### src/rtl/wshb_mire_gen.sv
// wshb_mire_gen: Wishbone master painting a white grid test pattern into the SDRAM frame buffer,
// writing bursts of at most BURST_LEN words and dropping cyc for YIELD_CYC cycles between bursts.
module wshb_mire_gen #(
  parameter int          HDISP     = 800,
  parameter int          VDISP     = 480,
  parameter int          BURST_LEN = 64,
  parameter int          YIELD_CYC = 2,
  parameter int          GRID      = 16,
  parameter logic [31:0] BASE_ADDR = 32'h0
) (
  input  logic        clk_i,
  input  logic        rst_n_i,
  input  logic        enable_i,
  output logic        cyc_o,
  output logic        stb_o,
  output logic        we_o,
  output logic [31:0] adr_o,
  output logic [3:0]  sel_o,
  output logic [2:0]  cti_o,
  output logic [1:0]  bte_o,
  output logic [31:0] dat_ms_o,
  input  logic        ack_i,
  output logic        frame_done_o
);
  localparam int XW  = $clog2(HDISP + 1);
  localparam int YW  = $clog2(VDISP + 1);
  localparam int CW  = $clog2(BURST_LEN + 1);
  localparam int YCW = $clog2(YIELD_CYC + 1);
  typedef enum logic [1:0] {IDLE, WRITE, YIELD} state_t;
  state_t          state_q;
  logic [XW-1:0]   x_q, x_d;
  logic [YW-1:0]   y_q, y_d;
  logic [CW-1:0]   cnt_q;
  logic [YCW-1:0]  ycnt_q;
  logic            last_x, last_pix, burst_end;
  assign stb_o = cyc_o;
  assign we_o  = 1'b1;
  assign sel_o = 4'hF;
  assign cti_o = 3'b000;
  assign bte_o = 2'b00;
  function automatic logic [31:0] pixel(input logic [XW-1:0] px, input logic [YW-1:0] py);
    return ((px & XW'(GRID - 1)) == '0 || (py & YW'(GRID - 1)) == '0 ||
            px == XW'(HDISP - 1) || py == YW'(VDISP - 1)) ? 32'h00FF_FFFF : 32'h0;
  endfunction
  always_comb begin
    last_x    = x_q == XW'(HDISP - 1);
    last_pix  = last_x && y_q == YW'(VDISP - 1);
    x_d       = last_x ? '0 : x_q + 1'b1;
    y_d       = last_x ? (last_pix ? '0 : y_q + 1'b1) : y_q;
    burst_end = cnt_q == CW'(BURST_LEN - 1) || last_pix;
  end
  always_ff @(posedge clk_i) begin
    if (!rst_n_i) begin
      state_q      <= IDLE;
      cyc_o        <= 1'b0;
      x_q          <= '0;
      y_q          <= '0;
      cnt_q        <= '0;
      ycnt_q       <= '0;
      adr_o        <= BASE_ADDR;
      dat_ms_o     <= 32'h00FF_FFFF;
      frame_done_o <= 1'b0;
    end else begin
      frame_done_o <= 1'b0;
      case (state_q)
        IDLE: if (enable_i) begin
          state_q <= WRITE;
          cyc_o   <= 1'b1;
        end
        WRITE: if (ack_i) begin
          // next word goes out on the same edge that retires the current one
          x_q          <= x_d;
          y_q          <= y_d;
          adr_o        <= last_pix ? BASE_ADDR : adr_o + 32'd4;
          dat_ms_o     <= pixel(x_d, y_d);
          cnt_q        <= burst_end ? '0 : cnt_q + 1'b1;
          frame_done_o <= last_pix;
          if (burst_end) begin
            state_q <= YIELD;
            cyc_o   <= 1'b0;
            ycnt_q  <= '0;
          end
        end
        default: if (ycnt_q == YCW'(YIELD_CYC - 1)) begin
          state_q <= enable_i ? WRITE : IDLE;
          cyc_o   <= enable_i;
        end else ycnt_q <= ycnt_q + 1'b1;
      endcase
    end
  end
endmodule
### config.mk
export PLATFORM = sky130hd
export DESIGN_NAME = wshb_mire_gen
export DESIGN_NICKNAME = d
export VERILOG_FILES = /design/src/rtl/wshb_mire_gen.sv
export SDC_FILE = /design/constraint.sdc
export NUM_CORES = 1
export LEC_CHECK = 0
export ABC_AREA = 1
export BUFFER_PORTS_ARGS = -buffer_cell sky130_fd_sc_hd__buf_2
export CAP_MARGIN = 20
export CORE_MARGIN = 2
export CORE_UTILIZATION = 30
export CTS_CLUSTER_DIAMETER = 100
export DETAILED_ROUTE_END_ITERATION = 8
export PLACE_DENSITY = 0.59
export SETUP_SLACK_MARGIN = 0.05
export SYNTH_ARGS = -nofsm -noshare
export SYNTH_HDL_FRONTEND = slang
export SYNTH_SLANG_ARGS = --single-unit
### constraint.sdc
create_clock -name clk_i -period 3.3 [get_ports clk_i]
set_input_delay 0.825 -clock clk_i [delete_from_list [all_inputs] [get_ports clk_i]]
set_output_delay 0.825 -clock clk_i [all_outputs]
set_load 0.1 [all_outputs]
==> flow_summary.html <==
<table>
<tr><th>Metric</th><th>Value</th></tr>
<tr><th colspan="2">Outcome</th></tr>
<tr><td>Outcome</td><td>completed</td></tr>
<tr><th colspan="2">Cells and area</th></tr>
<tr><td>Post-Layout Inst Area</td><td>0.00455 mm2</td></tr>
<tr><td>Commonest cells after routing, fill and taps aside</td><td>113 x sky130_fd_sc_hd__nand2_1, 64 x sky130_fd_sc_hd__inv_1, 63 x sky130_fd_sc_hd__nor2_1</td></tr>
<tr><td>Fraction of layout cells with a size suffix above 1</td><td>0.179</td></tr>
<tr><td>Net count of the finished layout</td><td>635</td></tr>
<tr><td>Most frequent standard cell in the layout excluding fill and tap cells</td><td>sky130_fd_sc_hd__nand2_1</td></tr>
<tr><td>Storage cell area</td><td>0.00124 mm2</td></tr>
<tr><td>Total inserted antenna cells</td><td>0</td></tr>
<tr><td>Area growth from synthesis to layout</td><td>13.5%</td></tr>
<tr><td>Filler instances</td><td>1428</td></tr>
<tr><td>Combined area of the multi-input logic cells</td><td>0.00217 mm2</td></tr>
<tr><th colspan="2">Placed design</th></tr>
<tr><td>Detailed placement HPWL</td><td>6780 um</td></tr>
<tr><td>Routability congestion estimate from global placement</td><td>0.861</td></tr>
<tr><td>Worst slack after detailed placement</td><td>714 ps</td></tr>
<tr><td>Count of port buffers added during placement</td><td>60</td></tr>
<tr><td>Placed cell area</td><td>0.00422 mm2</td></tr>
<tr><th colspan="2">Critical path</th></tr>
<tr><td>Worst reg2reg startpoint</td><td>x_q[0]</td></tr>
<tr><td>Worst Setup End Kind</td><td>flop</td></tr>
<tr><td>Critical path arrival</td><td>2560 ps</td></tr>
<tr><td>Crit path launch</td><td>x_q[0]</td></tr>
<tr><td>Peak fanout along the critical path</td><td>17</td></tr>
<tr><td>FF-to-FF setup slack</td><td>960 ps</td></tr>
<tr><td>Critical Path RT</td><td>3520 ps</td></tr>
<tr><td>Startpoint-to-endpoint class of the critical path</td><td>reg -&gt; reg</td></tr>
<tr><td>Startpoint kind of the worst setup timing path</td><td>flop</td></tr>
<tr><td>Capture point of the critical path</td><td>adr_o[7]</td></tr>
<tr><td>Reg-to-reg endpoint</td><td>adr_o[7]</td></tr>
<tr><td>Worst reg-to-reg path cell count</td><td>11</td></tr>
<tr><th colspan="2">Logic synthesis</th></tr>
<tr><td>Synth unique cells</td><td>41</td></tr>
<tr><td>Mean instance size in the synthesized netlist</td><td>6.79 um2</td></tr>
<tr><td>Number of flops mapped to enable cells by yosys</td><td>0</td></tr>
<tr><td>Seq cells post-synth</td><td>62</td></tr>
<tr><td>Sequential element share of the synthesized area</td><td>0.310</td></tr>
<tr><td>Synth warn</td><td>0</td></tr>
<tr><td>Most instantiated flip-flop cell in the synthesis netlist</td><td>sky130_fd_sc_hd__dfxtp_1</td></tr>
<tr><td>Post-synthesis instance area</td><td>0.00401 mm2</td></tr>
<tr><td>Proportion of synthesized flip-flops having asynchronous set or reset</td><td>0</td></tr>
<tr><td>Mapped Cells</td><td>590</td></tr>
<tr><th colspan="2">Drt</th></tr>
<tr><td>First-pass iteration count of the detailed router</td><td>4</td></tr>
<tr><td>Via count</td><td>3680</td></tr>
<tr><td>Via density per instance</td><td>4.57</td></tr>
<tr><td>DRC</td><td>0</td></tr>
<tr><td>Antenna Nets Post-Route</td><td>0</td></tr>
<tr><td>Mean routed wirelength per cell</td><td>11.5 um</td></tr>
<tr><td>Starting DRC count in detailed routing</td><td>295</td></tr>
<tr><td>Wirelength, routed</td><td>9230 um</td></tr>
<tr><th colspan="2">CTS</th></tr>
<tr><td>Post-cts resize count</td><td>0</td></tr>
<tr><td>Skew-Pair Late Insertion Delay</td><td>340 ps</td></tr>
<tr><td>TritonCTS clock tree</td><td>done</td></tr>
<tr><td>Clock transition at the registers of the reported paths</td><td>60 ps</td></tr>
<tr><td>Number of buffers inserted to repair setup after CTS</td><td>0</td></tr>
<tr><td>Clk sink count</td><td>62</td></tr>
<tr><td>Number of clock buffers inserted by TritonCTS</td><td>9</td></tr>
<tr><td>Bufs on Longest Clock Path</td><td>2</td></tr>
<tr><td>Clk Tree Root Cell</td><td>sky130_fd_sc_hd__clkbuf_16</td></tr>
<tr><td>CTS H-tree lvls</td><td>3</td></tr>
<tr><td>Hold-fix buffer count after cts</td><td>0</td></tr>
<tr><th colspan="2">Pwr</th></tr>
<tr><td>Max rail drop VDD</td><td>0.235 mV</td></tr>
<tr><td>Static leakage power</td><td>1.89 nW</td></tr>
<tr><td>Power Dens Cells</td><td>503 mW/mm2</td></tr>
<tr><td>Total power after layout</td><td>0.00229 W</td></tr>
<tr><th colspan="2">Floorplanning</th></tr>
<tr><td>Core Area</td><td>0.0131 mm2</td></tr>
<tr><td>FP Rows</td><td>42</td></tr>
<tr><td>Die boundary width</td><td>120 um</td></tr>
<tr><td>Initial Util</td><td>0.305</td></tr>
<tr><td>Die height</td><td>120 um</td></tr>
<tr><td>Boundary Pins</td><td>81</td></tr>
<tr><td>Die area</td><td>0.0143 mm2</td></tr>
<tr><th colspan="2">STA</th></tr>
<tr><td>Final-report max-slew violation count</td><td>0</td></tr>
<tr><td>Setup repair after global routing missed its margin</td><td>false</td></tr>
<tr><td>Count of endpoints failing setup in the final report</td><td>0</td></tr>
<tr><td>Slew at the pin closest to its max-slew limit</td><td>745 ps</td></tr>
<tr><td>Minimum clock period</td><td>2340 ps</td></tr>
<tr><td>Largest clock skew in the final design</td><td>8.74 ps</td></tr>
<tr><td>Normalized max-slew margin</td><td>0.502</td></tr>
<tr><td>Worst path setup slack after routing</td><td>957 ps</td></tr>
<tr><td>Part of the cycle the worst path needs</td><td>0.710</td></tr>
<tr><td>Fmax</td><td>427 MHz</td></tr>
<tr><td>Hold Vio Cnt, Final</td><td>0</td></tr>
<tr><td>Sum of negative setup slack</td><td>0 ps</td></tr>
<tr><th colspan="2">Global route</th></tr>
<tr><td>Aggregate global-route resource usage</td><td>0.135</td></tr>
<tr><td>GR Overflow Total</td><td>0</td></tr>
<tr><td>Vias in the first global route</td><td>3299</td></tr>
<tr><td>Maximum number of pins on one net before global-route repair</td><td>44</td></tr>
<tr><td>Wire length of the first global-routing pass</td><td>15800 um</td></tr>
<tr><td>Number of antenna violations at the first check in global routing</td><td>0</td></tr>
<tr><th colspan="2">Job</th></tr>
<tr><td>Number of max-cap violations</td><td>0</td></tr>
<tr><th colspan="2">Min path</th></tr>
<tr><td>Start point of the worst hold path</td><td>cnt_q[6]</td></tr>
<tr><td>Type of the tightest min-delay check</td><td>reg -&gt; reg</td></tr>
</table>
critical path, stage by stage (launching register included):
cell                      delay, ps
sky130_fd_sc_hd__dfxtp_1        450
sky130_fd_sc_hd__ha_1           220
sky130_fd_sc_hd__nand2_2        110
sky130_fd_sc_hd__nor2_4         140
sky130_fd_sc_hd__nand3_1        100
sky130_fd_sc_hd__nor2_2         130
sky130_fd_sc_hd__nand2_1        110
sky130_fd_sc_hd__inv_1           70
sky130_fd_sc_hd__nand2_1         60
sky130_fd_sc_hd__nand2_1        550
sky130_fd_sc_hd__buf_4          250
sky130_fd_sc_hd__nor3_1          40
metal layers:
metal  vias to the layer above  part of all wire  GRT usage
met5                         -                 0          0
met4                         0             0.012     0.0419
met3                         8             0.050     0.0314
met2                        89              0.42      0.205
met1                      1640              0.52      0.190
li1                       1943                 -          -
report_power, final:
group	total [W]	switching (W)	internal, W
registers	0.000802	0.0000321	0.000770
clock network	0.00103	0.000365	0.000663
logic	0.000455	0.000397	0.0000577
total	0.00229	0.000795	0.00149
cells in the mapped netlist (2+ instances only):
master	count	area, um2
sky130_fd_sc_hd__nor3b_1	5	37.5
sky130_fd_sc_hd__clkbuf_1	6	22.5
sky130_fd_sc_hd__nor3_1	17	85.1
sky130_fd_sc_hd__nand2_2	7	43.8
sky130_fd_sc_hd__buf_4	44	330
sky130_fd_sc_hd__o21bai_1	2	15.0
sky130_fd_sc_hd__buf_2	3	15.0
sky130_fd_sc_hd__a221oi_1	2	17.5
sky130_fd_sc_hd__conb_1	2	7.51
sky130_fd_sc_hd__nand3b_1	2	15.0
sky130_fd_sc_hd__buf_1	2	7.51
sky130_fd_sc_hd__nor2_1	63	236
sky130_fd_sc_hd__nand4_2	2	25.0
sky130_fd_sc_hd__o211ai_1	5	37.5
sky130_fd_sc_hd__a21oi_1	39	195
sky130_fd_sc_hd__nor2_2	3	18.8
sky130_fd_sc_hd__a21o_1	3	22.5
sky130_fd_sc_hd__inv_1	64	240
sky130_fd_sc_hd__a211oi_1	3	22.5
sky130_fd_sc_hd__clkinv_2	2	10.0
sky130_fd_sc_hd__ha_1	6	75.1
sky130_fd_sc_hd__dfxtp_1	62	1240
sky130_fd_sc_hd__nand2_4	2	22.5
sky130_fd_sc_hd__nor4_1	2	12.5
sky130_fd_sc_hd__o21ai_0	24	120
sky130_fd_sc_hd__o21ai_1	2	10.0
sky130_fd_sc_hd__nand4_1	19	119
sky130_fd_sc_hd__nand2_1	113	424
sky130_fd_sc_hd__xor2_1	8	70.1
sky130_fd_sc_hd__nand3_2	2	20.0
sky130_fd_sc_hd__inv_2	4	15.0
sky130_fd_sc_hd__nand3_1	46	230
sky130_fd_sc_hd__xnor2_1	4	35.0
sky130_fd_sc_hd__nor2_4	11	124
sky130_fd_sc_hd__a31oi_1	3	18.8
worst min path at each step:
| stage | endpoint | slack (ps) | cells past startpoint |
|---|---|---|---|
| global route | cnt_q[6] | 480 | 2 |
| finish | cnt_q[6] | 450 | 2 |
| detailed placement | cnt_q[6] | 440 | 2 |
| CTS | cnt_q[6] | 440 | 2 |
| floorplan | cnt_q[6] | 420 | 2 |
| global placement | cnt_q[6] | 440 | 2 |
per-stage QoR:
| stage | instances | hold WS [ps] | utilization |
|---|---|---|---|
| after CTS | 806 | 445 | 0.346 |
| after global routing | 806 | 477 | 0.346 |
| after floorplan | 608 | 421 | - |
| after detailed placement | 790 | 437 | 0.321 |
| after global placement | 790 | 439 | 0.321 |
| final | 806 | 445 | 0.346 |
sequential cells by signal (all words and copies together), names as in the netlist:
register / cells
adr_o: 30
cnt_q: 7
dat_ms_o: 1
frame_done_o: 1
state_q: 2
x_q: 10
y_q: 9
ycnt_q: 2
final cells by class:
type / instances / share of cell area
tap: 176 / 0.0484
clock buffer: 9 / 0.0495
clock inverter: 7 / 0.0215
timing repair buffer: 62 / 0.0694
sequential: 62 / 0.273
multi-input combinational: 419 / 0.478
inverter: 71 / 0.0597
cells by family after synthesis:
group	after synthesis	synth area share
adders and majority gates	6	0.0187
buffers and inverters	127	0.164
xor gates and xnor gates	12	0.0262
and+or+nand+nor	296	0.360
DFF	62	0.310
other	2	0.00187
AOI/OAI and AO/OA	85	0.119
No activity file was read; power rests on OpenSTA's default activity.
